===== src/rtl/alu_seq_pkg.sv =====
// Shared opcode, FSM state and flag-bundle definitions for alu_seq.
package alu_seq_pkg;

  localparam int unsigned OP_W = 4;

  typedef enum logic [OP_W-1:0] {
    OP_AND = 4'b0000,
    OP_OR  = 4'b0001,
    OP_ADD = 4'b0010,
    OP_SUB = 4'b0110,
    OP_SLT = 4'b0111,
    OP_SLL = 4'b1001,
    OP_SRL = 4'b1010,
    OP_SRA = 4'b1011,
    OP_MUL = 4'b1100
  } op_e;

  typedef enum logic {
    IDLE = 1'b0,
    BUSY = 1'b1
  } state_e;

  typedef struct packed {
    logic carry;
    logic ovf;
    logic zero;
    logic set;
    logic err;
  } flags_t;

  localparam flags_t FLAGS_RST = '{carry: 1'b0, ovf: 1'b0, zero: 1'b1, set: 1'b0, err: 1'b0};

endpackage


===== src/rtl/alu_mul_iter.sv =====
// Shift-add multiplier: one partial product per cycle for WIDTH cycles after start_i.
module alu_mul_iter #(
  parameter int unsigned WIDTH = 32
) (
  input  logic             clk,
  input  logic             rst_n,
  input  logic             start_i,
  input  logic [WIDTH-1:0] a_i,
  input  logic [WIDTH-1:0] b_i,
  output logic             done_c,
  output logic [WIDTH-1:0] product_c
);

  localparam int unsigned CW = (WIDTH > 1) ? $clog2(WIDTH) : 1;
  localparam logic [CW-1:0] LAST = CW'(WIDTH - 1);

  logic [WIDTH-1:0] a_q, a_d, b_q, b_d, acc_q, acc_d, addend_c;
  logic [CW-1:0]    cnt_q, cnt_d;
  logic             busy_q, busy_d;

  // done/product describe the final iteration so the caller can load on the same edge
  assign addend_c  = b_q[0] ? a_q : '0;
  assign product_c = acc_q + addend_c;
  assign done_c    = busy_q && (cnt_q == LAST);

  always_comb begin
    a_d    = a_q;
    b_d    = b_q;
    acc_d  = acc_q;
    cnt_d  = cnt_q;
    busy_d = busy_q;
    if (start_i) begin
      a_d    = a_i;
      b_d    = b_i;
      acc_d  = '0;
      cnt_d  = '0;
      busy_d = 1'b1;
    end else if (busy_q) begin
      acc_d  = product_c;
      a_d    = a_q << 1;
      b_d    = b_q >> 1;
      cnt_d  = cnt_q + CW'(1);
      busy_d = !done_c;
    end
  end

  always_ff @(posedge clk or negedge rst_n) begin
    if (!rst_n) begin
      a_q    <= '0;
      b_q    <= '0;
      acc_q  <= '0;
      cnt_q  <= '0;
      busy_q <= 1'b0;
    end else begin
      a_q    <= a_d;
      b_q    <= b_d;
      acc_q  <= acc_d;
      cnt_q  <= cnt_d;
      busy_q <= busy_d;
    end
  end

endmodule


===== src/rtl/alu_seq.sv =====
// Valid/ready sequential ALU; single-cycle ops plus an iterative MUL that is
// compiled in only when ALU_SEQ_MUL_EN is defined (otherwise opcode 1100 is illegal).
module alu_seq
  import alu_seq_pkg::*;
#(
  parameter int unsigned WIDTH = 32,
  parameter int unsigned SHW   = $clog2(WIDTH)
) (
  input  logic             clk,
  input  logic             rst_n,
  input  logic             in_valid,
  output logic             in_ready,
  input  logic [WIDTH-1:0] A,
  input  logic [WIDTH-1:0] B,
  input  logic [OP_W-1:0]  Op,
  output logic             out_valid,
  input  logic             out_ready,
  output logic [WIDTH-1:0] Result,
  output logic             Carryout,
  output logic             Overflow,
  output logic             Zero,
  output logic             Set,
  output logic             Err
);

  localparam int unsigned SW = WIDTH + 1;

  state_e           state_q, state_d;
  logic             out_valid_q, out_valid_d;
  logic [WIDTH-1:0] result_q, result_d;
  flags_t           flags_q, flags_d;

  logic             ready_c, accept_c, is_mul_c, is_sub_c, ovf_c;
  logic [WIDTH-1:0] b_eff_c, alu_res_c;
  logic [SW-1:0]    sum_c;
  logic [SHW-1:0]   shamt_c;
  flags_t           alu_flags_c;

  assign ready_c  = (state_q == IDLE) && (!out_valid_q || out_ready);
  assign accept_c = in_valid && ready_c;

`ifdef ALU_SEQ_MUL_EN
  logic             mul_start_c, mul_done_c;
  logic [WIDTH-1:0] mul_prod_c;

  assign is_mul_c    = (Op == OP_MUL);
  assign mul_start_c = accept_c && is_mul_c;

  alu_mul_iter #(.WIDTH(WIDTH)) u_mul (
    .clk       (clk),
    .rst_n     (rst_n),
    .start_i   (mul_start_c),
    .a_i       (A),
    .b_i       (B),
    .done_c    (mul_done_c),
    .product_c (mul_prod_c)
  );
`else
  assign is_mul_c = 1'b0;
`endif

  // SUB and SLT share the adder as A + ~B + 1
  assign shamt_c  = B[SHW-1:0];
  assign is_sub_c = (Op == OP_SUB) || (Op == OP_SLT);
  assign b_eff_c  = is_sub_c ? ~B : B;
  assign sum_c    = {1'b0, A} + {1'b0, b_eff_c} + SW'(is_sub_c);
  assign ovf_c    = (A[WIDTH-1] == b_eff_c[WIDTH-1]) && (sum_c[WIDTH-1] != A[WIDTH-1]);

  always_comb begin
    alu_res_c   = '0;
    alu_flags_c = '0;
    case (Op)
      OP_AND: alu_res_c = A & B;
      OP_OR:  alu_res_c = A | B;
      OP_ADD, OP_SUB: begin
        alu_res_c         = sum_c[WIDTH-1:0];
        alu_flags_c.carry = sum_c[WIDTH];
        alu_flags_c.ovf   = ovf_c;
      end
      OP_SLT: begin
        alu_flags_c.set = sum_c[WIDTH-1] ^ ovf_c;
        alu_res_c       = WIDTH'(alu_flags_c.set);
      end
      OP_SLL: alu_res_c = A << shamt_c;
      OP_SRL: alu_res_c = A >> shamt_c;
      OP_SRA: alu_res_c = $unsigned($signed(A) >>> shamt_c);
      default: alu_flags_c.err = 1'b1;
    endcase
    alu_flags_c.zero = (alu_res_c == '0);
  end

  // Output registers load on single-cycle accept or multiplier completion
  always_comb begin
    state_d     = state_q;
    out_valid_d = out_valid_q;
    result_d    = result_q;
    flags_d     = flags_q;
    if (out_valid_q && out_ready) out_valid_d = 1'b0;
    case (state_q)
      IDLE: begin
        if (accept_c && is_mul_c) begin
          state_d = BUSY;
        end else if (accept_c) begin
          result_d    = alu_res_c;
          flags_d     = alu_flags_c;
          out_valid_d = 1'b1;
        end
      end
`ifdef ALU_SEQ_MUL_EN
      BUSY: begin
        if (mul_done_c) begin
          state_d      = IDLE;
          result_d     = mul_prod_c;
          flags_d      = '0;
          flags_d.zero = (mul_prod_c == '0);
          out_valid_d  = 1'b1;
        end
      end
`endif
      default: state_d = IDLE;
    endcase
  end

  always_ff @(posedge clk or negedge rst_n) begin
    if (!rst_n) begin
      state_q     <= IDLE;
      out_valid_q <= 1'b0;
      result_q    <= '0;
      flags_q     <= FLAGS_RST;
    end else begin
      state_q     <= state_d;
      out_valid_q <= out_valid_d;
      result_q    <= result_d;
      flags_q     <= flags_d;
    end
  end

  assign in_ready  = ready_c;
  assign out_valid = out_valid_q;
  assign Result    = result_q;
  assign Carryout  = flags_q.carry;
  assign Overflow  = flags_q.ovf;
  assign Zero      = flags_q.zero;
  assign Set       = flags_q.set;
  assign Err       = flags_q.err;

endmodule


===== config.mk =====
export PLATFORM = sky130hd
export DESIGN_NAME = alu_seq
export DESIGN_NICKNAME = d
export VERILOG_FILES = /design/src/rtl/alu_seq_pkg.sv /design/src/rtl/alu_mul_iter.sv /design/src/rtl/alu_seq.sv
export SDC_FILE = /design/constraint.sdc
export NUM_CORES = 1
export LEC_CHECK = 0
export ABC_AREA = 1
export ABC_CLOCK_PERIOD_IN_PS = 1800
export CAP_MARGIN = 20
export CORE_MARGIN = 4
export CORE_UTILIZATION = 49
export CTS_CLUSTER_SIZE = 14
export DETAILED_ROUTE_END_ITERATION = 10
export HOLD_SLACK_MARGIN = 0.02
export PLACE_DENSITY = 0.72
export SYNTH_ARGS = -nofsm -noshare
export SYNTH_HDL_FRONTEND = slang
export SYNTH_SLANG_ARGS = --single-unit

===== constraint.sdc =====
create_clock -name clk -period 1.8 [get_ports clk]
set_clock_uncertainty 0.1 [all_clocks]
set_input_delay 0.18 -clock clk [delete_from_list [all_inputs] [get_ports clk]]
set_output_delay 0.18 -clock clk [all_outputs]
set_load 0.02 [all_outputs]

==> results of run 1 <==
[routing by layer]
metal | GRT overflow | GRT usage, %
met5 | 0 | 46.89
met4 | 103 | 84.74
met3 | 11 | 73.99
met2 | 166 | 96.14
met1 | 10 | 83.38
[cells in the mapped netlist, drive strengths merged, types with 3 or more instances]
cell type / number / share of area [%]
ha: 39 / 5.5
o211ai: 10 / 0.85
o21bai: 4 / 0.34
inv: 158 / 6.7
a31oi: 25 / 1.8
dfrtp: 37 / 10
nand2: 556 / 25
nand4: 17 / 1.2
o21ai: 85 / 4.8
nand3b: 11 / 0.93
clkbuf: 26 / 1.1
xor2: 32 / 3.2
nor2: 164 / 7.3
nor3: 13 / 0.73
buf: 48 / 3.3
a21oi: 64 / 3.6
nand3: 361 / 21
nor4: 3 / 0.21
and2: 8 / 0.59
[logic make-up after synthesis]
| family | count (synthesis) |
|---|---|
| compound gates | 197 |
| fa+ha+maj | 40 |
| simple gates | 1134 |
| xor+xnor | 32 |
| buf+inv | 233 |
| mux | 1 |
| flops | 38 |
[metrics by stage]
stage / hold WS (ns) / utilization (%) / TNS, ns / area, sq um / worst slack, ns
global placement: 0.1446 / 76.63 / -49.37 / 13440 / -1.764
detailed placement: 0.1461 / 76.63 / -54.39 / 13440 / -1.857
CTS: 0.3795 / 84.54 / -19.39 / 14830 / -0.8378
floorplan: -0.2156 / - / -9.606 / 9438 / -0.5833
[repair_timing]
item                                    in CTS
hold endpoints to repair                    37
setup buffers                               37
endpoints found under the setup margin      37
gates resized for setup                    317
hold buffers                                 1
gates cloned                                 3
pin swaps                                   88
==> impl_results.md, run 1 <==
* Yosys cell types at 47
* Sequential share of the synthesized area at 10.73%
* H-tree depth at 2
* Mean post-synth cell area at around 5.3 sq um
* Largest net degree at the start of global routing at 39
* DP Cell Count at 2332
* Number of port buffers at 110
* Post-synthesis compound-gate area fraction at about an eighth
* Status: stopped before the end
* Stop err: [ERROR GRT-0232] Routing congestion too high. Check the congestion heatmap in the GUI.
* Worst endpoint type: sequential cell input
* Last stage: global routing
* Multiplexer area fraction after synthesis at less than 1%
* Worst EP post-GRT repair: Zero$_DFFE_PN1P_/D
* Die span in x at about 140 microns
* CTS max path bufs at 2
* Ys Warns at 0
* Number of synthesized register bits at 38
* DIE HEIGHT at 142.5 microns
* Post-Synth Adder-Cell Area at 5.727%
* Synth Flop Type: dfrtp_1
* Mapped Area at 8870 sq um
* Synthesized Nets at 1787
* GRT overflow at 290
* Synth Area in Simple Gates at 56.83%
* Total GRT Usage at between 80% and 90%
* Hpwl dp at 37630 microns
* Clk root buf: clkbuf_16
* Num ports at between 100 and 150
* TritonCTS sink count at 38
* Mapped Cells at 1675
* Post-synth EDFFs at 0
* Post-Synth XOR/XNOR Area at 3.160%
* Final Wtd Congestion at 1.096
* FFs w/ async S/R, synth at 100.0%
* Num CTS Buffers at 5
* Initial Utilization at about half
* Largest family of logic cells by synthesized area: simple AND/OR/NAND/NOR gates
* # rows at between 40 and 50
==> run 2: changes to the inputs <==
--- a/config.mk
+++ b/config.mk
@@ -9,11 +9,9 @@
 export ABC_CLOCK_PERIOD_IN_PS = 1800
 export CAP_MARGIN = 20
 export CORE_MARGIN = 4
-export CORE_UTILIZATION = 49
-export CTS_CLUSTER_SIZE = 14
+export CORE_UTILIZATION = 34
 export DETAILED_ROUTE_END_ITERATION = 10
-export HOLD_SLACK_MARGIN = 0.02
-export PLACE_DENSITY = 0.72
+export PLACE_DENSITY_LB_ADDON = 0.15
 export SYNTH_ARGS = -nofsm -noshare
 export SYNTH_HDL_FRONTEND = slang
 export SYNTH_SLANG_ARGS = --single-unit
==> run 2 against run 1 <==
Compared with the run above:
- the flow now finishes, with violations (negative setup slack)
- synthesized cell count stayed put
- synthesized area unchanged
==> impl_results.md, run 2 <==
* First-pass GRT wire length at 75620 microns
* Initial Utilization at 34.92% (-16 points)
* Initial antenna violation count at 0
* Crit-path max FO at 8
* Dpl cell area at 13950 sq um (+3.8%)
* Routed wire length at 52190 microns
* Final #Nets at 2314
* Number of port buffers at 110 (unchanged)
* Setup violators final at 36
* Hpwl dp at 42340 microns (+13%)
* RSZ-0062 raised after global routing: true
* Status: complete, but fails checks
* Slew Limit Fails at 0
* Most common cell after layout, fill and taps aside: nand2_1
* Power Total at 7.603 mW
* Largest net degree at the start of global routing at 39
* Die area at 28740 sq um
* Clk slew on worst S/H paths at 0.05 ns
* Endpoints failing hold at 0
* Drt pass-1 iters at 6
* Num CTS Buffers at 5 (unchanged)
* Largest area contributor in the netlist: nand2_1
* Top cells by count, synth: nand2_1 (532), nand3_1 (348), nor2_1 (154), inv_1 (145), o21ai_0 (71)
* Ys Warns at 0 (unchanged)
* Worst hold margin at 0.3772 ns
* Top post-synthesis cells by area: nand2_1 (23%), nand3_1 (20%), dfrtp_1 (10%), nor2_1 (6.5%), inv_1 (6.1%)
* Mapped Cells at 1675 (unchanged)
* Share of the synthesized area in the top cell type at 22.51% (unchanged)
* Drt drc at 0
* Period utilization at 155.9%
* FFs w/ async S/R, synth at 100.0% (unchanged)
* Mapped Area at 8870 sq um (unchanged)
* Worst EP arrival at 2.93 ns
* Failing checks: negative setup slack
* Setup ws final at -1.006 ns
* Most common cell in the netlist: nand2_1
* Nature of the critical path startpoint: primary input
* Worst path most repeated cell: nand2_4
* Routed length per placed instance at approximately 21 microns
* Die span in x at 169.5 microns (+19%)
* H-tree depth at 2 (unchanged)
* Worst rel slew slack at just under 70%
* Number of synthesized register bits at 38 (unchanged)
* Number of global-route vias before repair at 12955
* Clock Latency Late Sink at 0.27 ns
* Worst slew pin tran at 0.4799 ns
* Highest Clock Rate at 356.4 MHz
* Sequential share of the synthesized area at 10.73% (unchanged)
* GRT overflow at 0
* Worst VDD drop at 649.3 uV
* Vias per cell at approximately 5.5
* TritonCTS clock tree: built
* Clk root buf: clkbuf_16
* # rows at 58 (+21%)
* Total GRT Usage at 33.83%
* Layout cells sized above 1 at 41.07%
* CTS max path bufs at 2 (unchanged)
* 1st-iter DRT viols at ~1500
* Slowest CP cell: ha_4
* Synthesized Nets at 1787 (unchanged)
* Req. time, crit path at 1.92 ns
* Setup_tns at -24.81 ns
* Synth Flop Type: dfrtp_1
* Max FFs per register at 32
* Antenna cells at 0
* Final instance area at ~16000 sq um
* Antenna-violating nets left at 0
* Via count at 13816
* Core area at 25400 sq um
* Post-synth EDFFs at 0 (unchanged)
* Yosys cell types at 47 (unchanged)
* Num ports at 111 (unchanged)
* Maxcap violations at 0
* Final Wtd Congestion at 1.030 (-6.0%)
* Kind of critical path: primary input to flop
* Class of the worst hold path: primary input to async pin
* Period minus WS final at around 2.8 ns
* TritonCTS sink count at 38 (unchanged)
* Endpoint class of the critical path: flop
* Mean post-synth cell area at 5.295 sq um (unchanged)
* Most frequent cells in the layout: nand2_1 (426), buf_4 (422), nand3_1 (300), inv_1 (113), nor2_1 (98)
* CP max stage delay at 0.32 ns
* PwrDens at approximately 470 nW/um^2
* P&R area growth vs syn at 82.73%
* Leakage at 8.134 nW
* DIE HEIGHT at 169.5 microns (+19%)
## run 2: cell counts after synthesis
Identical to the previous run, type by type.
## run 2: through the flow
| step | util, % | std cells | worst slack (ns) |
|---|---|---|---|
| after floorplan | - | 1675 | -0.5833 |
| after global placement | 54.91 | 2484 | -2.073 |
| after detailed placement | 54.91 | 2484 | -2.034 |
| after CTS | 59.62 | 2514 | -1.097 |
| after global routing | 63.81 | 2531 | -1.144 |
| final | 63.81 | 2531 | -1.006 |
## run 2: area by class of cell
type | instances | area (sq um)
fill | 2370 | 9191
multi-input combinational | 1404 | 8875
timing repair buffer | 594 | 5191
sequential | 38 | 952.2
inverter | 159 | 638.1
tap | 330 | 412.9
clock buffer | 6 | 138.9
## run 2: cell families after synthesis
family	synth area share [%]
simple gates	56.83
buf+inv	11.19
compound gates	12.24
fa+ha+maj	5.727
flops	10.74
xor+xnor	3.160
mux	0.1129
## run 2: critical path: cells and delay by family
kind | cells | cell delay, ns
buf+inv | 8 | 0.76
fa+ha+maj | 1 | 0.32
simple gates | 17 | 1.49
xor+xnor | 1 | 0.13
## run 2: what timing repair did
action                                  CTS  global route
pin swaps                                97           115
hold buffers                              1             0
setup buffers                            28            22
gates resized for setup                 237           240
gates cloned                              1             3
hold endpoints to repair                 37             0
endpoints found under the setup margin   37            37
## run 2: worst paths after layout
check	start	endpoint	slack, ns	cells past startpoint
max reg2reg	out_valid$_DFFE_PN0P_	Zero$_DFFE_PN1P_	0.30	9
min	rst_n	Result[5]$_DFFE_PN0P_	0.38	3
max in group asynchronous	rst_n	Zero$_DFFE_PN1P_	0.86	3
max	Op[3]	Zero$_DFFE_PN1P_	-1.01	27
min reg2reg	Result[24]$_DFFE_PN0P_	Result[24]$_DFFE_PN0P_	0.38	2
min in group clk	Result[24]$_DFFE_PN0P_	Result[24]$_DFFE_PN0P_	0.38	2
## run 2: report_power, final
group          switching, mW  internal (mW)
registers             0.0767          0.979
clock network          0.304          0.534
logic                   3.17           2.54
total                   3.55           4.05
## run 2: layer usage
metal | part of all wire [%] | track usage, % | up-vias | wire (microns)
met5 | 0 | 0 | - | 0
li1 | - | - | 6612 | -
met1 | 44 | 47.58 | 6468 | 22840
met2 | 45 | 53.73 | 622 | 23240
met4 | 4.3 | 12.50 | 0 | 2256
met3 | 7.4 | 3.471 | 114 | 3855
Power figures use the tool's default switching activity.
==> run 3: changes to the inputs <==
--- a/config.mk
+++ b/config.mk
@@ -8,6 +8,7 @@
 export ABC_AREA = 1
 export ABC_CLOCK_PERIOD_IN_PS = 1800
 export CAP_MARGIN = 20
+export CORE_ASPECT_RATIO = 1.1
 export CORE_MARGIN = 4
 export CORE_UTILIZATION = 34
 export DETAILED_ROUTE_END_ITERATION = 10
==> run 3 against run 2 <==
Compared with the run above:
- critical endpoint unchanged
- cell count about the same
- largest power group unchanged
- power up 1.0%
- via count down 1.4%
- the run still ends with negative setup slack left
- die area about the same
- sequential power about the same
- clock power up 1%
- hold slack worse by 0.11 ns
- first-iteration DRC count down 19%
- wire length about the same
==> impl_results.md, run 3 (synthesis results as in run 2) <==
* Final #Nets at 2297 (-0.73%)
* Clock Latency Late Sink at 0.28 ns (about the same)
* Initial antenna violation count at 0 (unchanged)
* Fillers at 2415 (+1.9%)
* Clk root buf: clkbuf_16
* Crit-path max FO at 6 (-2)
* Reg-to-reg critical path startpoint: out_valid$_DFFE_PN0P_
* Most frequent cells in the layout: nand2_1 (420), buf_4 (380), nand3_1 (300), inv_1 (107), nand2_2 (98)
* Number of global-route vias before repair at 13021 (+0.51%)
* Worst rel slew slack at 65.51% (-2.5 points)
* Initial Utilization at 34.79% (-0.13 points)
* Drt drc at 0 (unchanged)
* Antenna-violating nets left at 0 (unchanged)
* R2R Path End: Result[17]$_DFFE_PN0P_
* Endpoint class of the critical path: flop
* Worst EP arrival at 2.97 ns (+0.04 ns)
* Num CTS Buffers at 5 (unchanged)
* Via count at 13629 (-1.4%)
* Largest net degree at the start of global routing at 37 (-5.1%)
* CTS max path bufs at 2 (unchanged)
* Number of port buffers at 110 (unchanged)
* PwrDens at 475.0 nW/um^2 (+1.3%)
* P&R area growth vs syn at 82.25%
* Reg-to-reg slack, setup at 0.24 ns (-0.06 ns)
* Leakage at 7.978 nW (-1.9%)
* Critical path capture point: Zero$_DFFE_PN1P_
* Die area at 28740 sq um (about the same)
* Nature of the critical path startpoint: primary input
* DIE HEIGHT at 177.4 microns (+4.7%)
* Routed length per placed instance at 20.60 microns (-0.11%)
* Period utilization at 158.1% (+2.3 points)
* Layout cells sized above 1 at 41.54% (+0.46 points)
* GRT overflow at 0 (unchanged)
* Setup violators final at 36 (unchanged)
* Antenna cells at 0 (unchanged)
* Most common cell after layout, fill and taps aside: nand2_1
* Die span in x at 162 microns (-4.4%)
* Highest Clock Rate at 351.3 MHz (-1.4%)
* Req. time, crit path at 1.92 ns (about the same)
* 1st-iter DRT viols at 1234 (-19%)
* Kind of critical path: primary input to flop
* Final Wtd Congestion at 1.013 (-1.7%)
* TritonCTS clock tree: built
* Fin util at 63.41% (-0.40 points)
* Routed wire length at 52150 microns (about the same)
* Endpoints failing hold at 0 (unchanged)
* Crit. Startpoint: Op[3]
* Class of the worst hold path: primary input to async pin
* Max FFs per register at 32 (unchanged)
* # rows at 61 (+5.2%)
* R2r worst-path depth at 7 (-2)
* First-pass GRT wire length at 74510 microns (-1.5%)
* Status: complete, but fails checks
* Total GRT Usage at 33.80% (-0.038 points)
* Setup ws final at -1.047 ns (-0.04097 ns)
* Core area at 25490 sq um (+0.36%)
* Num ports at 111 (unchanged)
* Drt pass-1 iters at 6 (unchanged)
* RSZ-0062 raised after global routing: true
* Slew Limit Fails at 0 (unchanged)
* Period minus WS final at 2.847 ns (+0.04097 ns)
* Worst hold margin at 0.2684 ns (-0.1087 ns)
* Clk slew on worst S/H paths at 0.06 ns (about the same)
* Failing checks: negative setup slack
* Worst VDD drop at 478.5 uV (-26%)
* Hpwl dp at 42280 microns (-0.15%)
* Maxcap violations at 0 (unchanged)
* H-tree depth at 2 (unchanged)
* Worst slew pin tran at 0.5174 ns (+0.03750 ns)
* Vias per cell at 5.383 (-1.4%)
* TritonCTS sink count at 38 (unchanged)
[run 3: cell types whose count changed in the layout (fill, tap and decap cells not counted), sizes merged]
cell and delta:
clkdlybuf4s50 +13, clkinvlp -1, buf -13, clkbuf -2, dlymetal6s2s -14, clkinv +1
clkdlybuf4s15 +1
[run 3: timing repair]
item                                    in CTS  in global routing
endpoints found under the hold margin       16                  0
resized for setup                          273                261
gates cloned                                 1                  1
endpoints found under the setup margin      37                 37
setup buffers                               44                 19
hold buffers                                 1                  0
pin swaps                                   90                141
[run 3: worst max-delay path, cell delays in order]
cell and delay (ns):
buf_12 0.11, inv_12 0.04, nand3_4 0.12, buf_6 0.16
buf_12 0.14, xor2_1 0.15, inv_1 0.09, ha_4 0.31
nand2_4 0.07, buf_6 0.12, nor2_4 0.13, inv_2 0.08
nor2_4 0.15, nand3_2 0.11, nand3_2 0.08, nand2_2 0.08
nand3_4 0.09, nand3_2 0.09, nor2_2 0.13, nand2_1 0.07
nor2_1 0.11, nand2_1 0.09, nor2_1 0.10, nand3_1 0.08
nand2_1 0.07
[run 3: metrics by stage]
stage	setup slack, ns	instance area, sq um	cells	power [mW]	setup TNS [ns]
after CTS	-1.086	15150	2531	7.049	-27.10
after detailed placement	-1.970	13800	2484	5.661	-55.23
after global routing	-1.183	16170	2532	8.108	-28.84
after global placement	-1.990	13800	2484	5.639	-54.45
final	-1.047	16170	2532	7.679	-25.17
after floorplan	-0.5833	9438	1675	3.355	-9.606
[run 3: how the worst min path moves through the flow]
stage                     start                endpoint  slack, ns  depth (start not counted)
after global placement    rst_n  Result[14]$_DFFE_PN0P_       0.03                          1
after detailed placement  rst_n   Result[6]$_DFFE_PN0P_       0.04                          1
after CTS                 rst_n   Result[1]$_DFFE_PN0P_       0.28                          2
after floorplan           rst_n    Carryout$_DFFE_PN0P_      -0.22                          0
after global routing      rst_n   Result[3]$_DFFE_PN0P_       0.31                          2
final                     rst_n   Result[3]$_DFFE_PN0P_       0.27                          2
[run 3: final cells by class]
| class | instances | area [sq um] | area share (%) |
|---|---|---|---|
| Clock buffer | 8 | 136.4 | 0.8437 |
| Inverter | 159 | 648.1 | 4.009 |
| Multi-Input combinational cell | 1404 | 8910 | 55.12 |
| Sequential cell | 38 | 952.2 | 5.890 |
| Tap cell | 346 | 432.9 | 2.678 |
| Timing Repair Buffer | 577 | 5086 | 31.46 |
[run 3: power breakdown]
group          switching [mW]  total [mW]  internal, mW  leakage [nW]
clock                   0.334       0.850         0.515        0.0652
combinational            3.20        5.78          2.58          7.43
sequential             0.0719        1.05         0.978         0.481
[run 3: per-layer routing]
metal,track usage [%],vias to the layer above,wire (microns),share of wire [%]
li1,-,6570,-,-
met1,42.45,6409,21120,40
met2,58.09,517,25280,48
met3,4.948,133,3308,6.3
met4,13.75,0,2440,4.7
met5,0,-,0,0
